## src/rtl/procesador_multiciclo_pkg.sv

```systemverilog
// Shared definitions for the multicycle MIPS-subset core: FSM states,
// opcode/funct encodings and ALU operation selector.
package procesador_multiciclo_pkg;

   typedef enum logic [2:0] {FETCH, DECODE, EXEC, MEMACC, WB, HALT} state_t;

   typedef enum logic [2:0] {ALU_ADD, ALU_SUB, ALU_AND, ALU_OR, ALU_SLT} alu_op_t;

   localparam logic [5:0] OP_RTYPE = 6'h00;
   localparam logic [5:0] OP_ADDI  = 6'h08;
   localparam logic [5:0] OP_LW    = 6'h23;
   localparam logic [5:0] OP_SW    = 6'h2B;
   localparam logic [5:0] OP_BEQ   = 6'h04;
   localparam logic [5:0] OP_J     = 6'h02;

   localparam logic [5:0] FN_ADD = 6'h20;
   localparam logic [5:0] FN_SUB = 6'h22;
   localparam logic [5:0] FN_AND = 6'h24;
   localparam logic [5:0] FN_OR  = 6'h25;
   localparam logic [5:0] FN_SLT = 6'h2A;

   function automatic logic es_legal(input logic [5:0] op, input logic [5:0] fn);
      case (op)
         OP_RTYPE: return fn inside {FN_ADD, FN_SUB, FN_AND, FN_OR, FN_SLT};
         OP_ADDI, OP_LW, OP_SW, OP_BEQ, OP_J: return 1'b1;
         default: return 1'b0;
      endcase
   endfunction

endpackage

```

## src/rtl/banco_reg_param.sv

```systemverilog
// 32-entry register file: two combinational read ports, one clocked write
// port; entry 0 is hardwired to zero.
module banco_reg_param #(
   parameter int DW = 32
) (
   input  logic          clk,
   input  logic          rst_n,
   input  logic [4:0]    ra1,
   input  logic [4:0]    ra2,
   output logic [DW-1:0] rd1,
   output logic [DW-1:0] rd2,
   input  logic          we,
   input  logic [4:0]    wa,
   input  logic [DW-1:0] wd
);

   logic [31:0][DW-1:0] regs;

   always_ff @(posedge clk or negedge rst_n) begin
      if (!rst_n)                 regs     <= '0;
      else if (we && wa != 5'd0)  regs[wa] <= wd;
   end

   assign rd1 = (ra1 == 5'd0) ? '0 : regs[ra1];
   assign rd2 = (ra2 == 5'd0) ? '0 : regs[ra2];

endmodule

```

## src/rtl/procesador_multiciclo.sv

```systemverilog
// Multicycle MIPS-subset core on a single unified request/ack memory port.
// FSM, ALU and PC logic live here; the register file is a sub-module.
module procesador_multiciclo
   import procesador_multiciclo_pkg::*;
#(
   parameter int            DW       = 32,
   parameter int            AW       = 8,
   parameter logic [AW-1:0] RESET_PC = '0
) (
   input  logic          clk,
   input  logic          rst_n,
   output logic          mem_req,
   output logic          mem_we,
   output logic [AW-1:0] mem_addr,
   output logic [DW-1:0] mem_wdata,
   input  logic [DW-1:0] mem_rdata,
   input  logic          mem_ack,
   output logic          halted,
   output logic [AW-1:0] pc_dbg
);

   state_t        state, state_nx;
   logic          run;
   logic [AW-1:0] pc, target, jt;
   logic [31:0]   ir;
   logic [DW-1:0] a, b, aluout, mdr;
   logic [DW-1:0] rd1, rd2, simm, opb, alu_y;
   alu_op_t       aop;

   wire [5:0]  op  = ir[31:26];
   wire [4:0]  rs  = ir[25:21];
   wire [4:0]  rt  = ir[20:16];
   wire [4:0]  rd  = ir[15:11];
   wire [15:0] imm = ir[15:0];

   assign simm = {{(DW-16){imm[15]}}, imm};

   banco_reg_param #(.DW(DW)) u_rf (
      .clk   (clk),
      .rst_n (rst_n),
      .ra1   (rs),
      .ra2   (rt),
      .rd1   (rd1),
      .rd2   (rd2),
      .we    (state == WB),
      .wa    ((op == OP_RTYPE) ? rd : rt),
      .wd    ((op == OP_LW) ? mdr : aluout)
   );

   always_comb begin
      aop = ALU_ADD;
      if (op == OP_RTYPE) begin
         case (imm[5:0])
            FN_SUB:  aop = ALU_SUB;
            FN_AND:  aop = ALU_AND;
            FN_OR:   aop = ALU_OR;
            FN_SLT:  aop = ALU_SLT;
            default: aop = ALU_ADD;
         endcase
      end
      opb = (op == OP_RTYPE) ? b : simm;
      case (aop)
         ALU_SUB: alu_y = a - opb;
         ALU_AND: alu_y = a & opb;
         ALU_OR:  alu_y = a | opb;
         ALU_SLT: alu_y = {{(DW-1){1'b0}}, ($signed(a) < $signed(opb))};
         default: alu_y = a + opb;
      endcase
   end

   // Jump keeps PC bits above 27 (only present when AW > 28).
   assign jt = (pc & ~AW'(28'hFFF_FFFF)) | AW'({ir[25:0], 2'b00});

   always_comb begin
      state_nx = state;
      case (state)
         FETCH:  if (run && mem_ack) state_nx = DECODE;
         DECODE: state_nx = es_legal(op, imm[5:0]) ? EXEC : HALT;
         EXEC: begin
            case (op)
               OP_BEQ, OP_J: state_nx = FETCH;
               OP_LW, OP_SW: state_nx = MEMACC;
               default:      state_nx = WB;
            endcase
         end
         MEMACC: if (mem_ack) state_nx = (op == OP_SW) ? FETCH : WB;
         WB:     state_nx = FETCH;
         HALT:   state_nx = HALT;
         default: state_nx = FETCH;
      endcase
   end

   // run holds the port quiet for the reset cycle so the first request
   // appears on the first edge after rst_n releases.
   always_comb begin
      mem_req   = 1'b0;
      mem_we    = 1'b0;
      mem_addr  = '0;
      mem_wdata = '0;
      if (run && state == FETCH) begin
         mem_req  = 1'b1;
         mem_addr = pc;
      end else if (run && state == MEMACC) begin
         mem_req  = 1'b1;
         mem_addr = AW'(aluout);
         if (op == OP_SW) begin
            mem_we    = 1'b1;
            mem_wdata = b;
         end
      end
   end

   always_ff @(posedge clk or negedge rst_n) begin
      if (!rst_n) begin
         state  <= FETCH;
         run    <= 1'b0;
         pc     <= RESET_PC;
         target <= '0;
         ir     <= '0;
         a      <= '0;
         b      <= '0;
         aluout <= '0;
         mdr    <= '0;
      end else begin
         run   <= 1'b1;
         state <= state_nx;
         case (state)
            FETCH: if (run && mem_ack) begin
               ir <= mem_rdata[31:0];
               pc <= pc + AW'(4);
            end
            DECODE: begin
               a      <= rd1;
               b      <= rd2;
               target <= pc + AW'(simm << 2);
            end
            EXEC: begin
               aluout <= alu_y;
               if (op == OP_BEQ && a == b) pc <= target;
               if (op == OP_J)             pc <= jt;
            end
            MEMACC: if (mem_ack && op == OP_LW) mdr <= mem_rdata;
            default: ;
         endcase
      end
   end

   assign halted = (state == HALT);
   assign pc_dbg = pc;

endmodule

```

## config.mk

```make
export PLATFORM = sky130hd
export DESIGN_NAME = procesador_multiciclo
export DESIGN_NICKNAME = d
export VERILOG_FILES = /design/src/rtl/procesador_multiciclo_pkg.sv /design/src/rtl/banco_reg_param.sv /design/src/rtl/procesador_multiciclo.sv
export SDC_FILE = /design/constraint.sdc
export NUM_CORES = 2
export LEC_CHECK = 0
export CAP_MARGIN = 20
export CORE_AREA = 2 2 289 576
export CTS_CLUSTER_SIZE = 10
export DETAILED_ROUTE_END_ITERATION = 8
export DIE_AREA = 0 0 291 578
export MAX_ROUTING_LAYER = met4
export PLACE_DENSITY = 0.54
export SYNTH_ARGS = -nofsm -noshare
export SYNTH_HDL_FRONTEND = slang
export SYNTH_SLANG_ARGS = --single-unit
```

## constraint.sdc

```tcl
create_clock -name clk -period 5.35 [get_ports clk]
set_input_delay 0.535 -clock clk [delete_from_list [all_inputs] [get_ports clk]]
set_output_delay 0.535 -clock clk [all_outputs]
set_load 0.05 [all_outputs]
```

# After elaboration in Yosys (flattened, before gate mapping)
# Index checks and enable logic that the tools add are counted.
[word_totals]
regBits = 1204
latchBits = 0
mem_bits_rw = 0
rom_bits = 0
inputBits = 35
out_inout_bits = 51
elab_cells = 133
n_memories = 0
[op_classes]
addsub = 4
mul = 0
div = 0
order_cmp = 5
n_eq_ne = 23
shift = 0
mux = 37
n_bitwise = 2
n_reduce_logical = 21
[ops]
columns = ["cell", "count"]
rows = [
  ["$bwmux 1024", 1],
  ["$bmux 32 s5", 2],
  ["$mux 32", 10],
  ["$demux 32 s5", 1],
  ["$pmux 32 s4", 1],
  ["$eq 6x6->1 const B", 7],
  ["$mux 8", 5],
  ["$add 32x32->32", 1],
  ["$and 32x32->32", 1],
  ["$eq 32x32->1", 1],
  ["$lt 32x32->1", 1],
  ["$or 32x32->32", 1],
  ["$sub 32x32->32", 1],
  ["$lt 5x6->1 const B", 3],
  ["$pmux 8 s2", 1],
  ["$mux 3", 5],
  ["$pmux 3 s5", 1],
  ["$eq 3x2->1 const B", 4],
  ["$pmux 3 s4", 1],
  ["$logic_not 5->1", 2],
  ["$reduce_bool 5->1", 2],
  ["$eq 3x3->1 const B", 3],
  ["$add 8x3->8 const B", 1],
  ["$add 8x8->8", 1],
  ["other kinds (19)", 35],
]

# Depth between registers and ports, before layout
[logic_depth]
depth_word = 7
ltp_mapped = 21
depth_no_buf = 16

# Modules after synthesis
# Synthesis repeated with hierarchy kept, for this count alone.
[hier_totals]
hier_cells = 5260
hier_area_um2 = 68577.0
[modules_own_cells]
columns = ["module", "n_inst", "cells_per_inst", "area_per_inst_um2", "seq_area_each_um2"]
rows = [
  ["banco_reg_param", 1, 3611, 54966.5, 25624.6],
  ["procesador_multiciclo", 1, 1649, 13610.6, 4504.3],
]

# Least setup slack after synthesis
# Ideal clock, no wire load.
[synth_path]
path_type = "flip-flop to flip-flop"
start = "reg ir[27]"
end = "reg aluout[31]"
setup_time_ps = 124
arrival_time_ps = 4195
required_time_ps = 5226
path_slack_ps = 1031
path_stages_with_launch = 20
n_path_buf = 4
synth_period_minus_slack_ps = 4319
path_cell_list = "dfrtp_1 > clkbuf_1 > nor3_1 > and2_1 > clkbuf_1 > buf_2 > buf_1 > a21o_1 > inv_1 > ha_1 > nor3_1 > o31ai_1 > a311oi_2 > a21boi_2 > nand3_1 > a311oi_2 > o31ai_1 > a211oi_2 > xor2_1 > a211o_1"
[synth_between]
elab_chain_cells = 4
elab_cells_between_ends = 12
cone_classes = "2 x add/sub; 4 x eq/ne; 3 x mux; 2 x bitwise; 1 x reduce/logical"
[synth_lines]
columns = ["element", "line_no", "rtl"]
rows = [
  ["from (decl)", "procesador_multiciclo.sv:25", "logic [31:0] ir;"],
  ["from (signal assigned)", "procesador_multiciclo.sv:129", "ir <= mem_rdata[31:0];"],
  ["$logic_not 6->1 (*)", "procesador_multiciclo.sv:52, procesador_multiciclo.sv:61", ""],
  ["$mux 32 or $mux 3 (tied branches)", "procesador_multiciclo.sv:61, procesador_multiciclo.sv:52", ""],
  ["$add 32x32->32, or another cell as far along", "procesador_multiciclo.sv:67", "default: alu_y = a + opb;"],
  ["$pmux 32 s4 (*)", "procesador_multiciclo.sv:62", "case (aop)"],
  ["to (signal assigned)", "procesador_multiciclo.sv:138", "aluout <= alu_y;"],
  ["to (decl)", "procesador_multiciclo.sv:26", "logic [DW-1:0] a, b, aluout, mdr;"],
]
# Every way passes the cells marked *; elsewhere a longest branch is shown, timed or not.
# A chain may end at the register's enable or synchronous reset.

# Worst setup path in the final report
[layout_path]
start = "reg ir[28]"
end = "reg aluout[30]"
# The elaborated chain is that of the path after synthesis.

==> results.ini <==
[drt]
drtPass1Iterations = 6
ant_nets = 0
wl_per_cell_um = 29.7
drc = 0
drt_wl_total_um = 246000
drt_iter0_markers = 3602
vias = 50300
avgViaCountPerCell = 6.07

[synth]
synthTopCellsByArea = dfrtp_1 (46%), mux4_2 (14%), a21oi_1 (5.3%)
synth_nets = 6472
synth_area_um2 = 65100
syn_avg_cell_area_um2 = 10.3
synth.distinct_cells = 78
async_reset_ff_share_pct = 100
ys_ff_latch = 1204
yosys.area.top_type = dfrtp_1
yosysSeqAreaShare_pct = 46.2
netlist_instances = 6331
yosys.area.top_type_share_pct = 46.2
yosys_warnings = 0
ys.flop_type = dfrtp_1
synth_edf_count = 0

[setup_path]
cpMaxStageDelayCell = dfrtp_1
arrival_ns = 5.54
worstReg2RegStart = ir[28]
cp.required_ns = 6.00
startpoint = ir[28]
crit_type = reg -> reg
worstPathCellList = nor3_1 > and2_2 > buf_4 > a21o_1 > inv_1 > ha_1 > nor2b_1 > a221o_1 > a221o_1 > a21o_1 > a31oi_1 > o21ai_1 > a21oi_1 > a2111oi_0 > o32a_1
cp-end-kind = flip-flop
cp_slowest_stage_delay_ns = 0.47
worstPathMaxFanout = 23
start_kind = flip-flop

[clock_network]
cts_buffer_depth = 4
root_buffer = clkbuf_16
htreeDepth = 4
clk_latency_ns = 0.80
post_cts_buffers = 0
clk_pin_slew_worst_paths_ns = 0.06
cts_tree = done
cts_made_buffers = 147
clkSinkCount = 1204

[run_status]
status = completed

[placement]
post_dp_cell_area_um2 = 68600
dp_slack_ns = 0.576
gp_congestion = 1.01
hpwlAfterDp_um = 157000
port_buffers = 85

[power_and_ir_drop]
pwr-share-clk_pct = 18.8
powerDensity_nw_per_um2 = 642
leakagePower_nw = 31.2
p_comb_share_pct = 47.9
peakVddDrop_uv = 432
power_frac_seq_pct = 33.3
swShare_pct = 44.1
intPower_mw = 26.1
switching_power_mw = 20.5

[floorplan]
die-area_um2 = 168000
fp.dieW_um = 291
start_util_pct = 39.8
coreArea_um2 = 164000
rows = 210
ioPinCount = 86
die_h_um = 578

[sta]
fmax_mhz = 204
setup_tns_ns = 0
grt_setup_unrepaired = false
relSlewSlack_pct = 16.1
worst_pin_slew_ns = 1.26
finalClockSkew_ns = 0.0498
final-setup-viol-count = 0
fin_crit_sh_pct = 91.4
fin_ws_ns = 0.458
finalCriticalPeriod_ns = 4.89
final-max-slew-violation-count = 0
hold_viol = 0

[cells_and_area]
syn_to_final_growth_pct = 11.4
layout_common_cells = dfrtp_1 (1194), nand2_1 (738), a21oi_1 (694)
final_common_cell = dfrtp_1
finalInstanceArea_um2 = 72600
fin_nets = 6293
drive_gt1_share_pct = 15.9

[job]
max_cap_violations = 0

[global_routing]
antenna_found_initial = 11
grt_max_degree = 160
track_usage_pct = 30.1
grt_overflow = 0
grt_pass1_wl_um = 360000
grt_pass1_vias = 51500

[worst_hold_path]
hold_class = in -> async

-- per-stage QoR --
stage	cells	power (mW)	utilization, %	hold slack (ns)
after floorplan	6331	29.3	-	0.239
after global placement	8115	37.4	41.9	0.380
after detailed placement	8117	37.8	41.9	0.387
after CTS	8282	46.6	44.3	0.314
after global routing	8293	49.0	44.4	0.333
final	8295	46.6	44.4	0.253
-- worst max-delay path, delay by kind of cell (launching register included) --
| family | cells | cell delay [ns] |
|---|---|---|
| fa+ha+maj | 1 | 0.44 |
| simple gates | 3 | 0.92 |
| compound gates | 9 | 2.47 |
| buf+inv | 2 | 0.43 |
| flops | 1 | 0.47 |
-- metal layers --
metal | share of wire [%] | vias up | track usage (%) | wire length, µm
li1 | - | 22400 | - | -
met1 | 36 | 25500 | 32.3 | 88400
met2 | 51 | 1707 | 52.4 | 126000
met3 | 5.1 | 706 | 3.92 | 12600
met4 | 7.6 | 0 | 19.8 | 18800
met5 | 0 | - | - | 0
-- kinds of logic after synthesis --
logic type | after synthesis | share of synthesized area (%)
and+or+nand+nor | 1555 | 9.72
buffers and inverters | 699 | 4.20
other | 1 | 0.00576
AOI/OAI and AO/OA | 1852 | 15.9
xor gates and xnor gates | 78 | 1.05
adders and majority gates | 106 | 2.07
muxes | 836 | 20.8
DFF | 1204 | 46.2
-- cells in the mapped netlist (all sizes together), types with 40 or more instances --
cell type and n:
dfrtp 1204, o21ai 766, nand2 757, a21oi 694, nor2 581, clkbuf 464, mux4 399, mux2i 284
mux2 153, buf 139, o22ai 134, ha 103, inv 96, o221ai 73, nor3 64, and2 44
a21o 40, xor2 40
-- layout make-up --
class | count | area (µm²)
fill | 15500 | 91100
multi-input combinational | 4428 | 32800
sequential | 1204 | 30200
clock buffer | 156 | 3730
timing repair buffer | 275 | 2790
tap | 2120 | 2650
inverter | 96 | 360
clock inverter | 8 | 85.1
antenna | 8 | 20.0
-- repair_timing --
item                                    CTS  global route
endpoints found under the setup margin    0             0
resized for setup                         0             0
hold buffers                              1             0
hold endpoints to repair                 92             0
-- registers in the layout, indices dropped and copies added (netlist names) --
register   flops
ir            32
u_rf.regs   1024
target         8
run            1
mdr           32
a             32
aluout        32
state          3
pc_dbg         8
b             32
-- final timing paths --
path | end | slack [ns] | depth (start not counted)
max in group asynchronous | u_rf.regs[168] | 3.46 | 3
min in group clk | mdr[13] | 0.39 | 2
worst min register to register | u_rf.regs[12] | 0.40 | 0
worst min-delay path | u_rf.regs[701] | 0.25 | 2
worst max-delay path | aluout[30] | 0.46 | 15
worst max register to register | aluout[30] | 0.46 | 15
-- power by group through the flow --
stage / Sequential [mW] / Clock (mW) / Combinational (mW)
floorplan: 13.9 / 0 / 15.4
global placement: 15.4 / 0 / 22.0
detailed placement: 15.6 / 0 / 22.2
CTS: 15.4 / 8.94 / 22.2
global route: 15.9 / 9.22 / 23.9
finish: 15.5 / 8.78 / 22.3
(Power assumes the default switching activity.)
